File: src/rtl/sd_init_seq.sv
// sd_init_seq: SD card power-up sequencer driving CMD0, CMD8, CMD55/ACMD41 retries, CMD2, CMD3
// Ports: clk, reset (sync, active-high); start pulse; send_en/cmd_content/sending towards the
// command sender; resp_valid/resp_data/resp_crc_err from the response receiver;
// busy/done/error/err_code status levels; rca captured from the CMD3 response.
module sd_init_seq #(
  parameter int RESP_TIMEOUT = 64,
  parameter int MAX_RETRY = 1000,
  parameter int CMD0_GAP = 8,
  parameter int CNT_W = 16
) (
  input  logic        clk,
  input  logic        reset,
  input  logic        start,
  output logic        send_en,
  output logic [37:0] cmd_content,
  input  logic        sending,
  input  logic        resp_valid,
  input  logic [31:0] resp_data,
  input  logic        resp_crc_err,
  output logic        busy,
  output logic        done,
  output logic        error,
  output logic [2:0]  err_code,
  output logic [15:0] rca
);
  typedef enum logic [3:0] {IDLE, ISSUE, TX_START, TX_END, GAP, RESP, CHECK, DONE, ERROR} state_t;
  typedef enum logic [2:0] {C0, C8, C55, A41, C2, C3} step_t;
  state_t state;
  step_t step;
  step_t nxt_step;
  logic [CNT_W-1:0] cnt;
  logic [CNT_W-1:0] retry;
  logic [31:0] resp_q;
  logic crc_q;
  logic [2:0] fail_code;
  logic go_issue;
  logic unused_resp;
  assign unused_resp = ^resp_q[15:12];
  function automatic logic [37:0] cmd_of(step_t s);
    return s == C8  ? {6'd8, 32'h0000_01AA} :
           s == C55 ? {6'd55, 32'h0} :
           s == A41 ? {6'd41, 32'h40FF_8000} :
           s == C2  ? {6'd2, 32'h0} :
           s == C3  ? {6'd3, 32'h0} : 38'd0;
  endfunction
  always_comb begin
    fail_code = 3'd0;
    if (state == TX_START && !sending && cnt == CNT_W'(RESP_TIMEOUT - 1)) fail_code = 3'd1;
    if (state == RESP && !resp_valid && cnt == CNT_W'(RESP_TIMEOUT - 1)) fail_code = 3'd2;
    if (state == CHECK)
      fail_code = crc_q && step != A41 ? 3'd3 :
                  step == C8 && resp_q[11:0] != 12'h1AA ? 3'd4 :
                  step == A41 && !resp_q[31] && retry + 1'b1 == CNT_W'(MAX_RETRY) ? 3'd5 : 3'd0;
    go_issue = (start && (state == IDLE || state == DONE || state == ERROR)) ||
               (state == GAP && cnt == CNT_W'(CMD0_GAP - 1)) ||
               (state == CHECK && fail_code == 3'd0 && step != C3);
    nxt_step = state == GAP ? C8 :
               state != CHECK ? C0 :
               step == C8 ? C55 :
               step == C55 ? A41 :
               step == A41 ? (resp_q[31] ? C2 : C55) : C3;
  end
  always_ff @(posedge clk) begin
    if (reset) begin
      state <= IDLE;
      step <= C0;
      cnt <= '0;
      retry <= '0;
      resp_q <= '0;
      crc_q <= 1'b0;
      send_en <= 1'b0;
      cmd_content <= '0;
      busy <= 1'b0;
      done <= 1'b0;
      error <= 1'b0;
      err_code <= '0;
      rca <= '0;
    end else begin
      send_en <= 1'b0;
      case (state)
        IDLE, DONE, ERROR: if (start) begin
          {done, error, err_code, rca, retry} <= '0;
          busy <= 1'b1;
        end
        ISSUE: begin
          cnt <= '0;
          state <= TX_START;
        end
        TX_START: begin
          cnt <= cnt + 1'b1;
          if (sending) state <= TX_END;
        end
        // the cycle in which sending was seen low already counts toward the response window
        TX_END: if (!sending) begin
          cnt <= CNT_W'(step != C0);
          state <= step == C0 ? GAP : RESP;
        end
        GAP: cnt <= cnt + 1'b1;
        RESP: begin
          cnt <= cnt + 1'b1;
          if (resp_valid) begin
            resp_q <= resp_data;
            crc_q <= resp_crc_err;
            state <= CHECK;
          end
        end
        CHECK: begin
          if (step == A41 && !resp_q[31]) retry <= retry + 1'b1;
          if (step == C3 && !crc_q) begin
            rca <= resp_q[31:16];
            done <= 1'b1;
            busy <= 1'b0;
            state <= DONE;
          end
        end
        default: state <= IDLE;
      endcase
      if (go_issue) begin
        step <= nxt_step;
        cmd_content <= cmd_of(nxt_step);
        send_en <= 1'b1;
        state <= ISSUE;
      end
      if (fail_code != 3'd0) begin
        error <= 1'b1;
        err_code <= fail_code;
        busy <= 1'b0;
        state <= ERROR;
      end
    end
  end
endmodule
File: config.mk
export PLATFORM = sky130hd
export DESIGN_NAME = sd_init_seq
export DESIGN_NICKNAME = d
export VERILOG_FILES = /design/src/rtl/sd_init_seq.sv
export SDC_FILE = /design/constraint.sdc
export NUM_CORES = 1
export LEC_CHECK = 0
export BUFFER_PORTS_ARGS = -buffer_cell sky130_fd_sc_hd__buf_2
export CORE_ASPECT_RATIO = 0.75
export CORE_MARGIN = 5
export CORE_UTILIZATION = 41
export CTS_BUF_LIST = sky130_fd_sc_hd__clkbuf_4 sky130_fd_sc_hd__clkbuf_8
export CTS_CLUSTER_DIAMETER = 40
export DETAILED_ROUTE_END_ITERATION = 10
export GPL_TIMING_DRIVEN = 0
export PLACE_DENSITY = 0.68
export SYNTH_ARGS = -nofsm -noshare
export SYNTH_HDL_FRONTEND = slang
export SYNTH_SLANG_ARGS = --single-unit
File: constraint.sdc
create_clock -name clk -period 2.2 [get_ports clk]
set_input_delay 0.33 -clock clk [delete_from_list [all_inputs] [get_ports clk]]
set_output_delay 0.33 -clock clk [all_outputs]
set_load 0.01 [all_outputs]
# Word level (Yosys, flattened, before mapping)
# Index checks and enable logic that the tools add are counted.
dict set report word_totals {
  reg_bits 133
  in_bits 38
  output_inout_bits 61
}
dict set report op_classes {
  n_eq_ne 40
  reduce_logical 43
  n_bitwise 1
  mux 44
  n_addsub 2
}
# operator count
set op_table {}
lappend op_table {{38-bit 2-to-1 mux} 3}
lappend op_table {{34-bit 2-to-1 mux} 2}
lappend op_table {{16-bit 2-to-1 mux} 4}
lappend op_table {{16-bit case mux with 2 select lines} 2}
lappend op_table {{16-bit case mux with 3 select lines} 1}
lappend op_table {{3-bit 2-to-1 mux} 14}
lappend op_table {{16-bit by 1-bit adder with 16-bit output, second input constant} 2}
lappend op_table {{4-bit 2-to-1 mux} 6}
lappend op_table {{4-bit case mux with 6 select lines} 1}
lappend op_table {{16-bit by 10-bit equality test with 1-bit output, second input constant} 1}
lappend op_table {{16-bit by 3-bit equality test with 1-bit output, second input constant} 1}
lappend op_table {{16-bit by 6-bit equality test with 1-bit output, second input constant} 1}
lappend op_table {{4-bit by 3-bit equality test with 1-bit output, second input constant} 4}
lappend op_table {{5-bit AND reduction} 3}
lappend op_table {{1-bit logical AND} 13}
lappend op_table {{3-bit by 2-bit equality test with 1-bit output, second input constant} 4}
lappend op_table {{12-bit by 9-bit inequality test with 1-bit output, second input constant} 1}
lappend op_table {{3-bit inequality test, second input constant} 4}
lappend op_table {{4-bit by 3-bit inequality test with 1-bit output, second input constant} 3}
lappend op_table {{3-bit equality test, second input constant} 3}
lappend op_table {{1-bit 2-to-1 mux} 9}
lappend op_table {{3-bit nonzero test} 3}
lappend op_table {{3-bit OR reduction} 3}
lappend op_table {{4-bit by 2-bit equality test with 1-bit output, second input constant} 2}
lappend op_table {{other kinds (20)} 40}

# Logic depth before layout (Yosys ltp)
dict set report logic_depth {
  word_depth 13
  mapped_depth 11
  mapped_depth_nobuf 8
}

# Worst setup path after synthesis
# No wires, ideal clock.
dict set report synth_timing {
  path_kind {reg-to-reg}
  startpoint {register retry[0]}
  endpoint {register step[0]}
  t_required_ps 2072
  slack_ps -237
  arrival_ps 2309
  n_path_buf 2
  path_stages_with_launch 11
  path_cell_list {dfxtp_1 > ha_1 > nand3_1 > nor3_1 > a31oi_1 > a2111oi_4 > o211a_1 > buf_6 > buf_8 > mux2i_1 > nor2_1}
}
dict set report synth_between {
  elab_chain_len 11
}
# item line
set synth_rtl {}
lappend synth_rtl {{start, declared} 32} ;# logic [CNT_W-1:0] retry;
lappend synth_rtl {{start signal, assigned} 108} ;# if (step == A41 && !resp_q[31]) retry <= retry + 1'b1;
lappend synth_rtl {{16-bit by 1-bit adder with 16-bit output} 53} ;# step == A41 && !resp_q[31] && retry + 1'b1 == CNT_W'(MAX_RETRY) ? 3'd5 : 3'd0;
lappend synth_rtl {{16-bit by 10-bit equality test with 1-bit output} 53}
lappend synth_rtl {{1-bit logical AND} 53}
lappend synth_rtl {{3-bit 2-to-1 mux} 53}
lappend synth_rtl {{3-bit 2-to-1 mux} 52} ;# step == C8 && resp_q[11:0] != 12'h1AA ? 3'd4 :
lappend synth_rtl {{3-bit 2-to-1 mux} 51} ;# fail_code = crc_q && step != A41 ? 3'd3 :
lappend synth_rtl {{3-bit 2-to-1 mux} 50} ;# if (state == CHECK)
lappend synth_rtl {{3-bit zero test} 56} ;# (state == CHECK && fail_code == 3'd0 && step != C3);
lappend synth_rtl {{1-bit logical AND (2 in series)} 56}
lappend synth_rtl {{1-bit logical OR} 55} ;# (state == GAP && cnt == CNT_W'(CMD0_GAP - 1)) ||
lappend synth_rtl {{end signal, assigned} 119} ;# step <= nxt_step;
lappend synth_rtl {{end, declared} 29} ;# step_t step;
# Every way passes these cells.
# A chain may end at the register's enable or synchronous reset.

# Worst setup path after layout
dict set report layout_timing {
  startpoint {register retry[0]}
  endpoint {register step[2]}
}
# Same word-level chain as after synthesis.

==> results.cfg <==
[global_routing]
overflow = 0
grt_max_degree = 20
grt_pass1_wl_um = 20700
antenna_found_initial = 0
grt_use_total_pct = 18.6
grt_pass1_vias = 4250

[clocking]
cts-buffers-inserted = 9
clock_latency_ns = 0.39
clockRootBuffer = clkbuf_8
clk_path_buf_depth = 2
h-tree-depth = 3
cts.sinks = 98
clkTransAtPathRegs_ns = 0.11
cts_tree = built

[final_layout]
syn_to_final_growth_pct = 27.7
drive_gt1_share_pct = 30.2
n_antenna_cell = 0
utilization_pct = 52.9
layout.area.seq_sq_um = 2000
nets = 764
fill_cells = 1079
multiInputGateArea_sq_um = 2630

[drt]
vias = 4550
postRouteAntennaNets = 0
firstDrtPassIters = 5
wire_per_inst_um = 14.8
via_per_inst = 5.21
drt-total-wl_um = 13000
drt_iter0_drc = 336
drc_errors = 0

[floorplanning]
die_w_um = 134
initial_core_util_pct = 41.4
core_area_sq_um = 11400
num_rows = 34
die-area_sq_um = 13800
die_h_um = 103
ios = 99

[sta]
min_period_over_period_pct = 108
slew_headroom_pct = 59.3
slew_viol_final = 0
fin_setup_tns_ns = -1.61
final_hold_viol_count = 0
tightestPinTransition_ns = 0.610
clock.fmax_mhz = 423
rsz0062_at_grt = yes
setup_violations = 13
worst_slack_ns = -0.166
fin_skew_ns = 0.0145
finalCriticalPeriod_ns = 2.37

[power_and_ir_drop]
p_leak_nw = 2.41
power.density_nw_per_um2 = 530
ir_drop_v = 0.000334

[yosys]
avgSynthCellArea_sq_um = 7.85
syn_inst = 604
synth_edf_count = 0
ys_async_sr_fraction_pct = 0
seq_area_frac_synth_pct = 41.4
synthAdderAreaFrac_pct = 0.528
synthSimpleGateAreaFrac_pct = 28.6
ys_types = 61
synthMuxAreaShare_pct = 1.90
synth-xor-area-share_pct = 2.96
synth_compound_area_share_pct = 15.4
synth_top_family_by_area = simple AND/OR/NAND/NOR gates
synth_area_sq_um = 4740
ys_warn_count = 0
synth_flop_cell = dfxtp_1
synth_seq_cells = 98

[status]
status = complete, but fails checks
violations = negative setup slack

[critical_path]
crit_type = reg2reg
worstSetupEndpointType = register
required_ns = 2.46
arrival_ns = 2.63
cp_max_fo = 6
cp-start-kind = register

[place]
io_buffers = 76
gp_congestion = 0.938
dp_slack_ns = -0.519
dp_hpwl_um = 9200

[run]
drv_cap = 0

[worst_hold_path]
hold_path.class = in2reg
## worst max-delay path, stage by stage (launching register included)
cell       delay [ns]
dfxtp_4          0.41
ha_4             0.17
and3_4           0.21
buf_6            0.10
a32oi_1          0.05
o22a_1           0.23
a2111oi_4        0.33
o211a_1          0.22
buf_6            0.14
buf_8            0.13
mux2i_1          0.18
nor2_1           0.06
## registers in the layout, summed over array words and instances, names as in the netlist
signal       flops
rca             16
resp_q          28
state            4
cmd_content      7
err_code         3
retry           16
send_en          1
cnt             16
crc_q            1
step             3
busy             1
done             1
error            1
## cell usage in the layout, fill, tap and decap left out, drive strengths merged, types with 7 or more instances in the layout
cell type / instances
buf: 140
nand2: 104
dfxtp: 98
a21oi: 75
nor2: 55
nand3: 36
clkbuf: 36
o21ai: 18
conb: 17
nor3: 13
xor2: 12
nand4: 11
mux2i: 9
and3: 9
inv: 7
nor4: 7
## timing repair
item,CTS,global route
cloned,1,0
pin swaps,18,12
hold buffers,0,0
resized for setup,29,37
setup buffers,23,4
endpoints found under the setup margin,66,68
## power breakdown
part,switching (mW),leakage [nW],internal (mW)
registers,0.0112,0.799,1.77
clock network,0.711,0.0964,0.444
logic,0.151,1.52,0.117
## cell type report
type                       count  share of cell area [%]
clock inverter                 7                    1.24
timing repair buffer         104                    10.6
multi-input combinational    444                    43.5
buffer                        63                    6.45
tap                          144                    2.98
sequential                    98                    33.0
clock buffer                   9                    2.05
inverter                       4                   0.248
## synth_stat cells, drive strengths merged (2+ instances only)
cell type	count	area [sq um]
o21a	3	22.5
or2	2	12.5
dfxtp	98	1960
nand3b	2	15.0
a211oi	6	50.1
inv	4	15.0
xnor2	4	35.0
nand3	36	203
nand2	104	390
xor2	12	105
o21ai	18	90.1
and4	2	17.5
nor2b	5	31.3
buf	38	284
nand4	11	75.1
nand2b	6	37.5
a31oi	5	31.3
nor2	55	206
clkbuf	36	135
or3	6	37.5
nor4bb	2	20.0
nor3	13	65.1
ha	2	25.0
and2	5	31.3
o31a	2	17.5
and3	9	56.3
a21oi	75	379
nor4	7	58.8
mux2i	9	90.1
nor3b	3	22.5
or4	6	45.0
## cell families after synthesis
logic type / count (synthesis)
XOR/XNOR: 16
buffers and inverters: 78
flip-flops: 98
adder cells (fa/ha/maj): 2
AND/OR/NAND/NOR: 277
other: 1
AO/OA/AOI/OAI: 123
multiplexers: 9
## per-stage QoR
| step | hold slack [ns] | total power, mW | cells | cell area [sq um] |
|---|---|---|---|---|
| 6_report | 0.165 | 3.21 | 873 | 6060 |
| 5_1_grt | 0.147 | 3.33 | 873 | 6060 |
| 4_1_cts | 0.148 | 3.23 | 874 | 5960 |
| 3_5_place_dp | 0.447 | 2.05 | 840 | 5480 |
| 3_3_place_gp | 0.440 | 2.05 | 840 | 5480 |
| 2_1_floorplan | 0.431 | 1.98 | 620 | 4920 |
## per-layer routing
| metal | part of all wire (%) | up-vias | global-route usage [%] |
|---|---|---|---|
| met4 | 2.2 | 0 | 6.34 |
| met2 | 43 | 163 | 27.9 |
| li1 | - | 2277 | - |
| met3 | 7.2 | 23 | 5.12 |
| met5 | 0 | - | 0 |
| met1 | 47 | 2087 | 25.9 |
## worst paths after layout
check,startpoint,endpoint,slack (ns),cells after the start
max,retry[0],step[2],-0.17,11
min reg2reg,resp_q[26],rca[10],0.44,2
max reg2reg,retry[0],step[2],-0.17,11
min,resp_data[19],resp_q[19],0.16,3
No activity file was read; power rests on OpenSTA's default activity.
